===== config.mk =====
export PLATFORM = sky130hd
export DESIGN_NAME = mrx_sig
export DESIGN_NICKNAME = d
export VERILOG_FILES = /design/src/rtl/mrx_pkg.sv /design/src/rtl/mrx_phase_gen.sv /design/src/rtl/mrx_sig.sv
export SDC_FILE = /design/constraint.sdc
export NUM_CORES = 1
export LEC_CHECK = 0
export CORE_ASPECT_RATIO = 1.1
export CORE_MARGIN = 1
export CORE_UTILIZATION = 53
export DETAILED_ROUTE_END_ITERATION = 10
export GPL_ROUTABILITY_DRIVEN = 0
export HOLD_SLACK_MARGIN = 0.06
export PLACE_DENSITY = 0.94
export SYNTH_ARGS = -nofsm -noshare
export SYNTH_HDL_FRONTEND = slang
export SYNTH_SLANG_ARGS = --single-unit

===== constraint.sdc =====
create_clock -name clk -period 9.3 [get_ports clk]
set_input_delay 2.325 -clock clk [delete_from_list [all_inputs] [get_ports clk]]
set_output_delay 2.325 -clock clk [all_outputs]
set_load 0.05 [all_outputs]

===== src/rtl/mrx_pkg.sv =====
// mrx_pkg: shared types for the mrx_sig receive aligner, plus the closed-form
// per-symbol phase plan used by both the phase generator and its bench model.
package mrx_pkg;

   typedef enum logic {
      IDLE = 1'b0,
      RUN  = 1'b1
   } state_t;

   typedef struct packed {
      logic [63:0] start_ph;
      logic [63:0] inc;
   } sym_ph_t;

   // Start phase and increment of 1-based symbol k; callers truncate to their phase width.
   function automatic sym_ph_t sym_ph(input logic [63:0] start_ph,
                                      input logic [63:0] start_inc,
                                      input logic [63:0] dph_inc,
                                      input logic [63:0] nph_shift,
                                      input logic [63:0] k);
      sym_ph_t r;
      r.start_ph = start_ph - (k - 64'd1) * nph_shift;
      r.inc      = start_inc + (k - 64'd1) * dph_inc;
      return r;
   endfunction

endpackage


===== src/rtl/mrx_phase_gen.sv =====
// mrx_phase_gen: regenerates the transmitter's DDS phase walk one sample per advance
// and tracks the 1-based sample/symbol counters that frame it.
module mrx_phase_gen
   import mrx_pkg::*;
#(
   parameter int PHASE_WIDTH  = 24,
   parameter int NSYMB_WIDTH  = 16,
   parameter int NSYMB        = 512,
   parameter int NSIG         = 40960,
   parameter int DPH_INC      = 16384,
   parameter int START_PH_INC = 8192,
   parameter int START_PH     = 0,
   parameter int NPH_SHIFT    = 0
) (
   input  logic                   clk,
   input  logic                   reset,
   input  logic                   restart,
   input  logic                   advance,
   output logic [PHASE_WIDTH-1:0] ref_phase,
   output logic                   last,
   output logic                   first,
   output logic                   frame_last,
   output logic [PHASE_WIDTH-1:0] sig_n,
   output logic [NSYMB_WIDTH-1:0] symb_n
);

   localparam sym_ph_t                SYM1     = sym_ph(64'(START_PH), 64'(START_PH_INC),
                                                        64'(DPH_INC), 64'(NPH_SHIFT), 64'd1);
   localparam logic [PHASE_WIDTH-1:0] INIT_PH  = PHASE_WIDTH'(SYM1.start_ph);
   localparam logic [PHASE_WIDTH-1:0] INIT_INC = PHASE_WIDTH'(SYM1.inc);
   localparam logic [PHASE_WIDTH-1:0] SHIFT    = PHASE_WIDTH'(NPH_SHIFT);
   localparam logic [PHASE_WIDTH-1:0] DINC     = PHASE_WIDTH'(DPH_INC);

   logic [PHASE_WIDTH-1:0] phase_q, phase_d, inc_q, inc_d, start_q, start_d, sig_q, sig_d;
   logic [NSYMB_WIDTH-1:0] symb_q, symb_d;

   assign last       = (sig_q == PHASE_WIDTH'(NSIG));
   assign frame_last = last && (symb_q == NSYMB_WIDTH'(NSYMB));
   assign first      = (sig_q == PHASE_WIDTH'(1)) && (symb_q == NSYMB_WIDTH'(1));
   assign ref_phase  = phase_q;
   assign sig_n      = sig_q;
   assign symb_n     = symb_q;

   always_comb begin
      phase_d = phase_q;
      inc_d   = inc_q;
      start_d = start_q;
      sig_d   = sig_q;
      symb_d  = symb_q;
      if (restart) begin
         phase_d = INIT_PH;
         inc_d   = INIT_INC;
         start_d = INIT_PH;
         sig_d   = PHASE_WIDTH'(1);
         symb_d  = NSYMB_WIDTH'(1);
      end else if (advance) begin
         if (last) begin
            sig_d = PHASE_WIDTH'(1);
            if (frame_last) begin
               symb_d  = NSYMB_WIDTH'(1);
               start_d = INIT_PH;
               inc_d   = INIT_INC;
               phase_d = INIT_PH;
            end else begin
               // Next symbol starts NPH_SHIFT earlier and steps DPH_INC faster.
               symb_d  = symb_q + NSYMB_WIDTH'(1);
               start_d = start_q - SHIFT;
               inc_d   = inc_q + DINC;
               phase_d = start_q - SHIFT;
            end
         end else begin
            sig_d   = sig_q + PHASE_WIDTH'(1);
            phase_d = phase_q + inc_q;
         end
      end
   end

   always_ff @(posedge clk or posedge reset) begin
      if (reset) begin
         phase_q <= INIT_PH;
         inc_q   <= INIT_INC;
         start_q <= INIT_PH;
         sig_q   <= PHASE_WIDTH'(1);
         symb_q  <= NSYMB_WIDTH'(1);
      end else begin
         phase_q <= phase_d;
         inc_q   <= inc_d;
         start_q <= start_d;
         sig_q   <= sig_d;
         symb_q  <= symb_d;
      end
   end

endmodule


===== src/rtl/mrx_sig.sv =====
// mrx_sig: aligns the IQ stream to start_trig and tags each sample with the TX reference phase.
// Define MRX_SIG_ACC_EN to build the per-symbol integrate-and-dump on acc_i/acc_q/acc_valid.
module mrx_sig
   import mrx_pkg::*;
#(
   parameter int SAMP_WIDTH   = 16,
   parameter int PHASE_WIDTH  = 24,
   parameter int NSYMB_WIDTH  = 16,
   parameter int RX_SYNC_BITS = 2,
   parameter int ACC_WIDTH    = 32,
   parameter int NSYMB        = 512,
   parameter int NSIG         = 40960,
   parameter int DPH_INC      = 16384,
   parameter int START_PH_INC = 8192,
   parameter int START_PH     = 0,
   parameter int NPH_SHIFT    = 0
) (
   input  logic                                clk,
   input  logic                                reset,
   input  logic                                srst,
   input  logic                                start_trig,
   input  logic [2*SAMP_WIDTH-1:0]             in_tdata,
   input  logic                                in_tvalid,
   output logic                                in_tready,
   output logic [PHASE_WIDTH+2*SAMP_WIDTH-1:0] out_tdata,
   output logic                                out_tvalid,
   input  logic                                out_tready,
   output logic                                out_tlast,
   output logic                                out_tuser,
   output logic [ACC_WIDTH-1:0]                acc_i,
   output logic [ACC_WIDTH-1:0]                acc_q,
   output logic                                acc_valid,
   output logic                                sync_done,
   output logic                                locked,
   output logic [NSYMB_WIDTH-1:0]              symbN,
   output logic [PHASE_WIDTH-1:0]              sigN
);

   localparam int OUT_W = PHASE_WIDTH + 2*SAMP_WIDTH;

   state_t                  state_q, state_d;
   logic [RX_SYNC_BITS-1:0] frame_q, frame_d;
   logic [OUT_W-1:0]        data_q, data_d;
   logic                    vld_q, vld_d, last_q, last_d, user_q, user_d, sync_q, sync_d;
   logic                    slot_free, accept, fwd, frame_wrap;
   logic [PHASE_WIDTH-1:0]  ref_phase;
   logic                    gen_last, gen_first, gen_frame_last;

   mrx_phase_gen #(
      .PHASE_WIDTH (PHASE_WIDTH),
      .NSYMB_WIDTH (NSYMB_WIDTH),
      .NSYMB       (NSYMB),
      .NSIG        (NSIG),
      .DPH_INC     (DPH_INC),
      .START_PH_INC(START_PH_INC),
      .START_PH    (START_PH),
      .NPH_SHIFT   (NPH_SHIFT)
   ) u_gen (
      .clk       (clk),
      .reset     (reset),
      .restart   (srst),
      .advance   (fwd),
      .ref_phase (ref_phase),
      .last      (gen_last),
      .first     (gen_first),
      .frame_last(gen_frame_last),
      .sig_n     (sigN),
      .symb_n    (symbN)
   );

   assign slot_free = out_tready | ~vld_q;
   assign accept    = in_tvalid & in_tready;
   // A trigger arriving while the previous period's final beat is still stalled is not
   // taken, so that beat is never overwritten.
   assign fwd        = accept & ((state_q == RUN) | (start_trig & slot_free));
   assign frame_wrap = fwd & gen_frame_last & (&frame_q);

   always_comb begin
      state_d = state_q;
      if (srst) begin
         state_d = IDLE;
      end else begin
         case (state_q)
            IDLE:    if (fwd) state_d = RUN;
            RUN:     if (frame_wrap) state_d = IDLE;
            default: state_d = IDLE;
         endcase
      end
   end

   always_comb begin
      in_tready = 1'b1;
      locked    = 1'b0;
      if (state_q == RUN) begin
         in_tready = slot_free;
         locked    = 1'b1;
      end
   end

   always_comb begin
      data_d  = data_q;
      vld_d   = vld_q;
      last_d  = last_q;
      user_d  = user_q;
      frame_d = frame_q;
      sync_d  = 1'b0;
      if (srst) begin
         data_d  = '0;
         vld_d   = 1'b0;
         last_d  = 1'b0;
         user_d  = 1'b0;
         frame_d = '0;
      end else begin
         if (out_tready) vld_d = 1'b0;
         if (fwd) begin
            data_d = {ref_phase, in_tdata};
            vld_d  = 1'b1;
            last_d = gen_last;
            user_d = gen_first;
         end
         if (fwd && gen_frame_last) frame_d = frame_q + RX_SYNC_BITS'(1);
         sync_d = frame_wrap;
      end
   end

   always_ff @(posedge clk or posedge reset) begin
      if (reset) begin
         state_q <= IDLE;
         frame_q <= '0;
         data_q  <= '0;
         vld_q   <= 1'b0;
         last_q  <= 1'b0;
         user_q  <= 1'b0;
         sync_q  <= 1'b0;
      end else begin
         state_q <= state_d;
         frame_q <= frame_d;
         data_q  <= data_d;
         vld_q   <= vld_d;
         last_q  <= last_d;
         user_q  <= user_d;
         sync_q  <= sync_d;
      end
   end

   assign out_tdata  = data_q;
   assign out_tvalid = vld_q;
   assign out_tlast  = last_q;
   assign out_tuser  = user_q;
   assign sync_done  = sync_q;

`ifdef MRX_SIG_ACC_EN
   logic signed [SAMP_WIDTH-1:0] samp_i, samp_q;
   logic signed [ACC_WIDTH-1:0]  run_i_q, run_i_d, run_q_q, run_q_d;
   logic signed [ACC_WIDTH-1:0]  sum_i_q, sum_i_d, sum_q_q, sum_q_d, nxt_i, nxt_q;
   logic                         accv_q, accv_d;

   assign samp_i = in_tdata[2*SAMP_WIDTH-1:SAMP_WIDTH];
   assign samp_q = in_tdata[SAMP_WIDTH-1:0];
   assign nxt_i  = run_i_q + ACC_WIDTH'(samp_i);
   assign nxt_q  = run_q_q + ACC_WIDTH'(samp_q);

   always_comb begin
      run_i_d = run_i_q;
      run_q_d = run_q_q;
      sum_i_d = sum_i_q;
      sum_q_d = sum_q_q;
      accv_d  = 1'b0;
      if (srst) begin
         run_i_d = '0;
         run_q_d = '0;
         sum_i_d = '0;
         sum_q_d = '0;
      end else if (fwd) begin
         if (gen_last) begin
            sum_i_d = nxt_i;
            sum_q_d = nxt_q;
            run_i_d = '0;
            run_q_d = '0;
            accv_d  = 1'b1;
         end else begin
            run_i_d = nxt_i;
            run_q_d = nxt_q;
         end
      end
   end

   always_ff @(posedge clk or posedge reset) begin
      if (reset) begin
         run_i_q <= '0;
         run_q_q <= '0;
         sum_i_q <= '0;
         sum_q_q <= '0;
         accv_q  <= 1'b0;
      end else begin
         run_i_q <= run_i_d;
         run_q_q <= run_q_d;
         sum_i_q <= sum_i_d;
         sum_q_q <= sum_q_d;
         accv_q  <= accv_d;
      end
   end

   assign acc_i     = sum_i_q;
   assign acc_q     = sum_q_q;
   assign acc_valid = accv_q;
`else
   assign acc_i     = '0;
   assign acc_q     = '0;
   assign acc_valid = 1'b0;
`endif

endmodule

==> reports/metrics.csv, run 1 <==
metric;value;unit
critPathKind;in2out;
vias;6120;
ys.flop_type;dfrtp_1;
yosysTopAreaCellShare;0.512;
grt_pass1_vias;5738;
finalCritPeriodShare;0.663;
tritoncts;built;
crit_family;buffers and inverters;
grt_pass1_wl;29.2;mm
rows;46;
fin_crit;6170;ps
p_switching;496;uW
leakagePower;4.24;nW
status;finished clean;
hold_viol;0;
syn2layout_area_growth;23.9;%
dpl_cell_area;9040;um2
wl_per_cell;16.0;um
grt_overflow_total;0;
synth_top_area_cell;dfrtp_1;
numCtsBuffers;17;
io_pins;205;
synth.distinct_cells;55;
slowest_delay;720;ps
htree_num_levels;4;
clkSinkCount;162;
place_ws;3130;ps
post_cts_buffers;0;
yosys-top-cells-area;dfrtp_1 (51%), nand2_1 (6.9%), buf_4 (6.3%);
cts_resized;0;
hold-worst-slack;472;ps
pwr-share-seq;0.449;
ctsHoldBuffers;0;
fin_skew;9.90;ps
max_slew_margin;0.263;
worstHoldPathType;reg2reg;
p_clk_frac;0.423;
ir_drop;0.119;mV
coreArea;14400;um2
slew_viol_final;0;
firstDrtPassIters;8;
ys_ff_latch;162;
drt_wl_total;18.1;mm
setup_viol;0;
initial_utilization;0.540;
async_flop_share;1.00;
clk_pin_slew;60;ps
fin_area;9620;um2
cp-start-kind;primary input;
worstPathArrival;3850;ps
synth_commonest_cells;dfrtp_1 (159), nand2_1 (143), a21oi_1 (65), buf_4 (65), nor2_1 (64);
cp_slowest_cell;clkdlybuf4s50_1;
yosysSeqAreaShare;0.523;
die_w;117;um
drtAntennaViolNets;0;
worstHoldPathCells;2;
antenna_found_initial;0;
fin_ws;3130;ps
drive_gt1_frac;0.0608;
antennaDiodeCount;0;
p_per_area;168;nW/um2
setup-tns-final;0;ps
maxCapViolations;0;
die_h;129;um
syn_inst;799;
synth.cell_area;7760;um2
io_buffers;139;
clk_latency;440;ps
crit_fanout;3;
crit_path_end_kind;output pin;
cp_num_cells;4;
grt_max_degree;105;
cp.required;6980;ps
switching_share;0.306;
syn_area_per_cell;9.72;um2
drc;0;
critPathBufInv;2;
path_cells;clkdlybuf4s50_1 -> nor2b_1 -> nand2_1 -> clkdlybuf4s50_1;
intPower;1.12;mW
crit_top_cell;clkdlybuf4s50_1;
synth_most_common_cell;dfrtp_1;
yosys_warnings;0;
nets;980;
root_buffer;clkbuf_16;
synth_edf_count;0;
via_per_inst;5.42;
comb_power_share;0.128;
worst_pin_slew;1100;ps
drt_iter0_markers;522;
grt.total_usage;0.241;
die_area;15100;um2
r2r_cells;7;
place_hpwl;11.5;mm
fmax;0.162;GHz
rsz0062_at_grt;false;
cts.path.max_buffers;2;
## through the flow
stage | power [mW] | utilization | instances
after global routing | 1.67 | 0.669 | 1129
after global placement | 0.944 | 0.628 | 1097
after floorplan | 0.911 | - | 863
after CTS | 1.63 | 0.669 | 1129
after detailed placement | 0.947 | 0.628 | 1097
final | 1.62 | 0.669 | 1129
## power groups by stage
stage / Sequential, mW / Combinational (mW) / Clock [mW]
final: 0.726 / 0.208 / 0.685
after global routing: 0.728 / 0.221 / 0.723
after CTS: 0.726 / 0.209 / 0.695
after floorplan: 0.776 / 0.135 / 0
after detailed placement: 0.740 / 0.207 / 0
after global placement: 0.739 / 0.205 / 0
## layout by cell type (no fill, tap or decap), types with 2 or more instances in the layout
| cell type | synthesis | layout |
|---|---|---|
| dfrtp_1 | 159 | 159 |
| nand2_1 | 143 | 143 |
| clkdlybuf4s50_1 | 0 | 138 |
| a21oi_1 | 65 | 65 |
| conb_1 | 1 | 65 |
| nor2_1 | 64 | 63 |
| xnor2_1 | 28 | 28 |
| and2_1 | 24 | 24 |
| xor2_1 | 22 | 22 |
| nor3_1 | 22 | 22 |
| ha_1 | 18 | 18 |
| nand4_1 | 17 | 17 |
| nand3_1 | 17 | 17 |
| clkbuf_16 | 0 | 17 |
| a22o_1 | 15 | 15 |
| o21ai_0 | 13 | 13 |
| and3_1 | 12 | 12 |
| inv_1 | 13 | 12 |
| a22oi_1 | 7 | 7 |
| or3_1 | 6 | 6 |
| inv_8 | 0 | 6 |
| buf_4 | 65 | 6 |
| nor4_1 | 5 | 5 |
| inv_6 | 0 | 5 |
| o21ai_1 | 3 | 3 |
| nor4_2 | 3 | 3 |
| a221o_1 | 3 | 3 |
| dfstp_2 | 3 | 3 |
| nand2b_1 | 3 | 2 |
| nor3_4 | 2 | 2 |
| nor4b_1 | 2 | 2 |
| a211oi_1 | 2 | 2 |
| a211o_1 | 2 | 2 |
| clkinvlp_4 | 0 | 2 |
| clkinv_8 | 0 | 2 |
## cells by family (layout without fill, tap and decap cells)
family / after synthesis / count (layout) / synth area share
AO/OA/AOI/OAI: 120 / 120 / 0.0940
XOR/XNOR: 50 / 50 / 0.0564
adder cells (fa/ha/maj): 18 / 18 / 0.0290
buffers and inverters: 116 / 190 / 0.0920
flip-flops: 162 / 162 / 0.523
multiplexers: 2 / 2 / 0.00274
other: 1 / 65 / 0.000483
AND/OR/NAND/NOR: 330 / 330 / 0.203
## worst min-delay path, delay by kind of cell (launching register included)
| family | cells | cell delay (ps) |
|---|---|---|
| flip-flops | 1 | 350 |
| AND/OR/NAND/NOR | 2 | 90 |
## flip-flops by register name, indices dropped and copies added, names as in the netlist
register         cells
out_tvalid           1
u_gen.ref_phase     24
out_tdata           56
out_tuser            1
state_q              1
u_gen.start_q       24
u_gen.symb_n        16
frame_q              2
out_tlast            1
sync_done            1
u_gen.inc_q         11
u_gen.sig_n         24
## per-layer routing
metal  GRT usage  vias up  share of wire
met2       0.411      269           0.51
met5           0        -              0
met1       0.300     2987           0.40
li1            -     2820              -
met4       0.109        0          0.029
met3      0.0470       44          0.058
## worst paths after layout
check                                        from  slack [ps]                   to
worst max register to register            state_q        6200  u_gen.ref_phase[20]
min in group asynchronous                   reset        2490        out_tdata[18]
worst min-delay path            u_gen.start_q[13]         470  u_gen.ref_phase[13]
worst max-delay path                   out_tready        3130            in_tready
worst min register to register  u_gen.start_q[13]         470  u_gen.ref_phase[13]
max in group asynchronous                   reset        5520      u_gen.sig_n[12]
## layout make-up
cell class	count	area (um2)
well taps	192	240
clock inverters	15	159
clock buffers	17	425
inverters	13	53.8
fillers	1010	4770
flip-flops and latches	162	4060
multi-input cells	585	3260
repair buffers	145	1430
Note: power is estimated with default switching activity, not from simulation.
==> run 2, diff against run 1 <==
CORE_UTILIZATION = 44   (was 53)
PLACE_DENSITY = 0.84   (was 0.94)
clock period = 5.2 ns   (was 9.3 ns; I/O delays follow)
==> run 2 against run 1 <==
  * First-iteration DRC count shrank 9.2%
  * Cell count grew 3.8%
  * Clock power grew 80%
  * Worst hold slack gained 4.9 ps
  * Clock skew shrank 1.0 ps
  * Critical path type unchanged
  * Highest routed layer unchanged
==> reports/metrics.csv, run 2 (synthesis results as in run 1) <==
metric;value;unit;change
nets;981;;+0.10%
ctsHoldBuffers;0;;unchanged
r2r-end;u_gen.symb_n[9];;
worstHoldPathType;reg2reg;;
clk_pin_slew;70;ps;about the same
worstHoldPathCells;2;;unchanged
hold_viol;0;;unchanged
min_from;u_gen.start_q[13];;
cts.path.max_buffers;2;;unchanged
drc;0;;unchanged
maxCapViolations;0;;unchanged
layout_commonest_cell;dfrtp_1;;
largest_reg_flops;56;;unchanged
place_ws;1060;ps;-2070 ps
antenna_found_initial;0;;unchanged
r2r_cells;6;;-1
status;finished clean;;
firstDrtPassIters;6;;-2
setup-tns-final;0;ps;unchanged
coreArea;17100;um2;+19%
fin_crit;4130;ps;
cp-start-kind;primary input;;
tritoncts;built;;
max_slew_margin;0.386;;+0.123
crit_path_end_kind;output pin;;
slew_viol_final;0;;unchanged
clkSinkCount;162;;unchanged
initial_utilization;0.453;;-0.0866
via_per_inst;5.14;;-5.3%
rsz0062_at_grt;false;;
fmax;0.242;GHz;
antennaDiodeCount;0;;unchanged
leakagePower;4.25;nW;+0.35%
grt.total_usage;0.199;;-0.0422
slowest_delay;710;ps;about the same
fin_skew;8.88;ps;-1.02 ps
grt_pass1_vias;5615;;-2.1%
critPathKind;in2out;;
crit_fanout;3;;unchanged
intPower;2.01;mW;+79%
io_buffers;139;;unchanged
drt_wl_total;17.9;mm;-0.82%
layout_common_cells;dfrtp_1 (159), nand2_1 (143), clkdlybuf4s50_1 (138), a21oi_1 (65), conb_1 (65);;
place_hpwl;11.8;mm;+2.4%
switching_share;0.305;;-0.000826
cp.required;3900;ps;-3080 ps
drive_gt1_frac;0.0618;;+0.00100
p_clk_frac;0.423;;about the same
numCtsBuffers;17;;unchanged
rows;50;;+8.7%
setup_viol;0;;unchanged
drtAntennaViolNets;0;;unchanged
finalCritPeriodShare;0.793;;
ir_drop;0.182;mV;+53%
holdPathEnd;u_gen.ref_phase[13];;
root_buffer;clkbuf_16;;
vias;6019;;-1.7%
p_per_area;299;nW/um2;+78%
crit_top_cell;clkdlybuf4s50_1;;
io_pins;205;;unchanged
die_h;141;um;+9.6%
die_area;18200;um2;+20%
wl_per_cell;15.3;um;-4.5%
cts_resized;0;;unchanged
post_cts_buffers;0;;unchanged
r2r_start;u_gen.sig_n[8];;
clk_latency;420;ps;-20 ps
cp_slowest_cell;clkdlybuf4s50_1;;
comb_power_share;0.129;;about the same
grt_overflow_total;0;;unchanged
regToRegSetupSlack;2440;ps;-3760 ps
worst_pin_slew;921;ps;-182 ps
syn2layout_area_growth;24.9;%;
die_w;129;um;+9.6%
grt_pass1_wl;28.6;mm;-1.9%
fin_ws;1070;ps;-2050 ps
htree_num_levels;4;;unchanged
startpoint;out_tready;;
drt_iter0_markers;474;;-9.2%
grt_max_degree;163;;+55%
path_cells;clkdlybuf4s50_1 -> nor2b_1 -> nand2_1 -> clkdlybuf4s50_1;;
worstPathArrival;2830;ps;-1020 ps
p_switching;885;uW;+79%
pwr-share-seq;0.448;;about the same
==> run 2: cell types whose count changed in the layout (fill, tap and decap cells not counted) <==
cell,before,now
inv_6,5,3
buf_12,0,1
clkinv_2,0,1
clkinv_4,1,2
clkinvlp_4,2,1
inv_8,6,7
==> run 2: stage by stage <==
| stage | hold WS, ps | power [mW] | utilization | instance area (um2) | cells |
|---|---|---|---|---|---|
| after floorplan | 430 | 1.63 | - | 8010 | 863 |
| after global placement | 450 | 1.69 | 0.531 | 9110 | 1140 |
| after detailed placement | 466 | 1.70 | 0.531 | 9110 | 1140 |
| after CTS | 482 | 2.93 | 0.566 | 9700 | 1172 |
| after global routing | 497 | 3.00 | 0.566 | 9700 | 1172 |
| final | 477 | 2.90 | 0.566 | 9700 | 1172 |
==> run 2: worst max path at each step <==
stage,end,cells past startpoint
after global routing,in_tready,4
after floorplan,frame_q[0],1
after global placement,in_tready,4
final,in_tready,4
after CTS,in_tready,4
after detailed placement,in_tready,4
==> run 2: layer usage <==
layer | track usage | share of wire | up-vias | wire [um]
li1 | - | - | 2824 | -
met4 | 0.0644 | 0.016 | 0 | 283
met3 | 0.0411 | 0.053 | 28 | 947
met5 | 0 | 0 | - | 0
met2 | 0.340 | 0.51 | 212 | 9160
met1 | 0.253 | 0.42 | 2955 | 7520
==> run 2: cell type report <==
| cell class | instances | area (um2) |
|---|---|---|
| Clock buffer | 17 | 425 |
| Clock inverter | 15 | 160 |
| Fill cell | 1451 | 7450 |
| Inverter | 13 | 52.6 |
| Multi-Input combinational cell | 585 | 3260 |
| Sequential cell | 162 | 4060 |
| Tap cell | 234 | 293 |
| Timing Repair Buffer | 146 | 1450 |
==> run 2: power by group through the flow <==
stage	Clock, mW	Combinational, mW	Sequential (mW)
6_report	1.23	0.373	1.30
2_1_floorplan	0	0.242	1.39
3_3_place_gp	0	0.370	1.32
4_1_cts	1.25	0.375	1.30
3_5_place_dp	0	0.374	1.32
5_1_grt	1.31	0.397	1.30
==> run 2: worst max-delay path, delay by kind of cell <==
family        cells  cell delay [ps]
buf+inv           2             1130
simple gates      2              400
==> run 3, diff against run 2 <==
clock period = 3.55 ns   (was 5.2 ns; I/O delays follow)
==> run 3 against run 2 <==
  * Count of clock-buffer cells in the layout did not move
  * Register-to-register slack got worse by 1600 ps
  * Clock skew rose by 8.7 ps
  * Via count rose by 1.0%
  * Sequential share of layout area fell by 0.35 points
  * Setup slack got worse by 430 ps
  * Clock power rose by 46%
  * Critical endpoint is now u_gen.symb_n[11]
  * Largest cell class unchanged
  * Largest power group unchanged
  * Highest routed layer unchanged
==> reports/metrics.csv, run 3 (synthesis results as in run 1) <==
metric;value;unit;change
p_per_area;435;nW/um2;+46%
p_switching;1.30;mW;+47%
slew_viol_final;0;;unchanged
worstHoldPathCells;2;;unchanged
hold_viol;0;;unchanged
critPathBufInv;1;;-1
status;finished clean;;
holdPathEnd;u_gen.ref_phase[13];;
r2r_cells;6;;unchanged
root_buffer;clkbuf_16;;
ir_drop;0.346;mV;+91%
die_area;18200;um2;unchanged
drtAntennaViolNets;0;;unchanged
grt_max_degree;63;;-61%
tritoncts;built;;
drt_iter0_markers;512;;+8.0%
cts.path.max_buffers;2;;unchanged
place_ws;182;ps;-879 ps
clk_latency;430;ps;about the same
nets;988;;+0.71%
cp_slowest_cell;or4_4;;
setup-tns-final;0;ps;unchanged
critPathKind;in2reg;;
antennaDiodeCount;0;;unchanged
crit_path_end_kind;flip-flop;;
slowest_delay;560;ps;-150 ps
cp.required;3850;ps;-50 ps
seq_area;4060;um2;unchanged
crit_fanout;22;;+19
worstPathArrival;3200;ps;+370 ps
multiInputGateArea;3260;um2;unchanged
busiest_layer;met2;;
r2r-end;u_gen.symb_n[11];;
rows;50;;unchanged
min_from;u_gen.start_q[13];;
drc;0;;unchanged
vias;6080;;+1.0%
drt_wl_total;18.6;mm;+3.8%
fmax;0.345;GHz;
fin_skew;17.6;ps;+8.72 ps
p_clk_frac;0.422;;about the same
io_buffers;139;;unchanged
ctsHoldBuffers;0;;unchanged
r2r_start;u_gen.sig_n[5];;
grt_overflow_total;0;;unchanged
intPower;2.95;mW;+47%
fin_ws;649;ps;-426 ps
finalCritPeriodShare;0.817;;
post_cts_buffers;0;;unchanged
initial_utilization;0.453;;unchanged
comb_power_share;0.131;;+0.002
largest_reg_flops;56;;unchanged
cp-start-kind;primary input;;
rsz0062_at_grt;false;;
antenna_found_initial;0;;unchanged
numCtsBuffers;17;;unchanged
grtUsageMet2;0.352;;+0.0122
grt_util_met3;0.0388;;-0.00226
worst_pin_slew;828;ps;-92.5 ps
drive_gt1_frac;0.0698;;+0.00801
place_hpwl;12.5;mm;+5.9%
stdcell_count;1179;;+0.60%
leakagePower;4.28;nW;+0.63%
crit_family;simple AND/OR/NAND/NOR gates;;
grt_pass1_vias;6014;;+7.1%
setup_viol;0;;unchanged
fin_crit;2900;ps;
regToRegSetupSlack;850;ps;-1590 ps
layout_commonest_cell;dfrtp_1;;
coreArea;17100;um2;unchanged
path_cells;clkdlybuf4s50_1 -> o21ai_1 -> nand2b_2 -> or4_4 -> nor3_4 -> or2_2 -> nor2_1;;
clk_pin_slew;70;ps;about the same
die_w;129;um;unchanged
htree_num_levels;4;;unchanged
hold-worst-slack;476;ps;-0.531 ps
die_h;141;um;unchanged
grt_pass1_wl;30.1;mm;+5.2%
via_per_inst;5.16;;+0.41%
switching_share;0.306;;+0.00107
layout_common_cells;dfrtp_1 (159), nand2_1 (143), clkdlybuf4s50_1 (137), a21oi_1 (65), conb_1 (65);;
worstHoldPathType;reg2reg;;
firstDrtPassIters;7;;+1
place_inst;1147;;+0.61%
syn2layout_area_growth;25.9;%;
fill_cells;1397;;-3.7%
max_slew_margin;0.447;;+0.0617
grt.total_usage;0.210;;+0.0108
cts_resized;0;;unchanged
wl_per_cell;15.8;um;+3.2%
pwr-share-seq;0.447;;about the same
maxCapViolations;0;;unchanged
grtUsageMet1;0.267;;+0.0141
io_pins;205;;unchanged
clkSinkCount;162;;unchanged
[run 3: cell count changes in the layout (fill, tap and decap cells not counted), sizes merged]
| cell | before | now |
|---|---|---|
| buf | 8 | 16 |
| clkdlybuf4s50 | 138 | 137 |
| clkinv | 5 | 4 |
| clkinvlp | 1 | 5 |
| inv | 22 | 19 |
[run 3: metrics by stage]
| stage | utilization | power (mW) | instance area [um2] |
|---|---|---|---|
| after floorplan | - | 2.39 | 8010 |
| after global placement | 0.536 | 2.49 | 9190 |
| after detailed placement | 0.536 | 2.50 | 9190 |
| after CTS | 0.570 | 4.29 | 9780 |
| after global routing | 0.570 | 4.41 | 9780 |
| final | 0.570 | 4.26 | 9780 |
[run 3: power groups by stage]
stage	Clock [mW]	Combinational (mW)	Sequential, mW
6_report	1.80	0.559	1.90
5_1_grt	1.91	0.595	1.91
4_1_cts	1.83	0.561	1.90
3_5_place_dp	0	0.558	1.94
3_3_place_gp	0	0.553	1.94
2_1_floorplan	0	0.355	2.03
[run 3: layer usage]
layer | up-vias | wire length, um
met5 | - | 0
met4 | 0 | 351
met3 | 23 | 930
met2 | 217 | 9500
met1 | 3002 | 7810
li1 | 2838 | -
[run 3: worst max-delay path by stage]
stage	start	end	slack, ps	depth (start not counted)
2_1_floorplan	reset	frame_q[0]	610	1
3_3_place_gp	start_trig	u_gen.symb_n[15]	250	7
3_5_place_dp	in_tvalid	u_gen.inc_q[17]	180	7
4_1_cts	in_tvalid	u_gen.inc_q[17]	630	7
5_1_grt	in_tvalid	u_gen.symb_n[8]	520	7
6_report	in_tvalid	u_gen.symb_n[11]	650	7
[run 3: layout make-up]
cell class,count,share of cell area
inverter,13,0.00537
clock inverter,15,0.0170
sequential,162,0.415
multi-input combinational,585,0.333
tap,234,0.0299
timing repair buffer,153,0.156
clock buffer,17,0.0435
[run 3: tightest hold or removal path: cells and delay by family, from the launching register on]
family,cells,cell delay [ps]
DFF,1,340
and+or+nand+nor,2,110
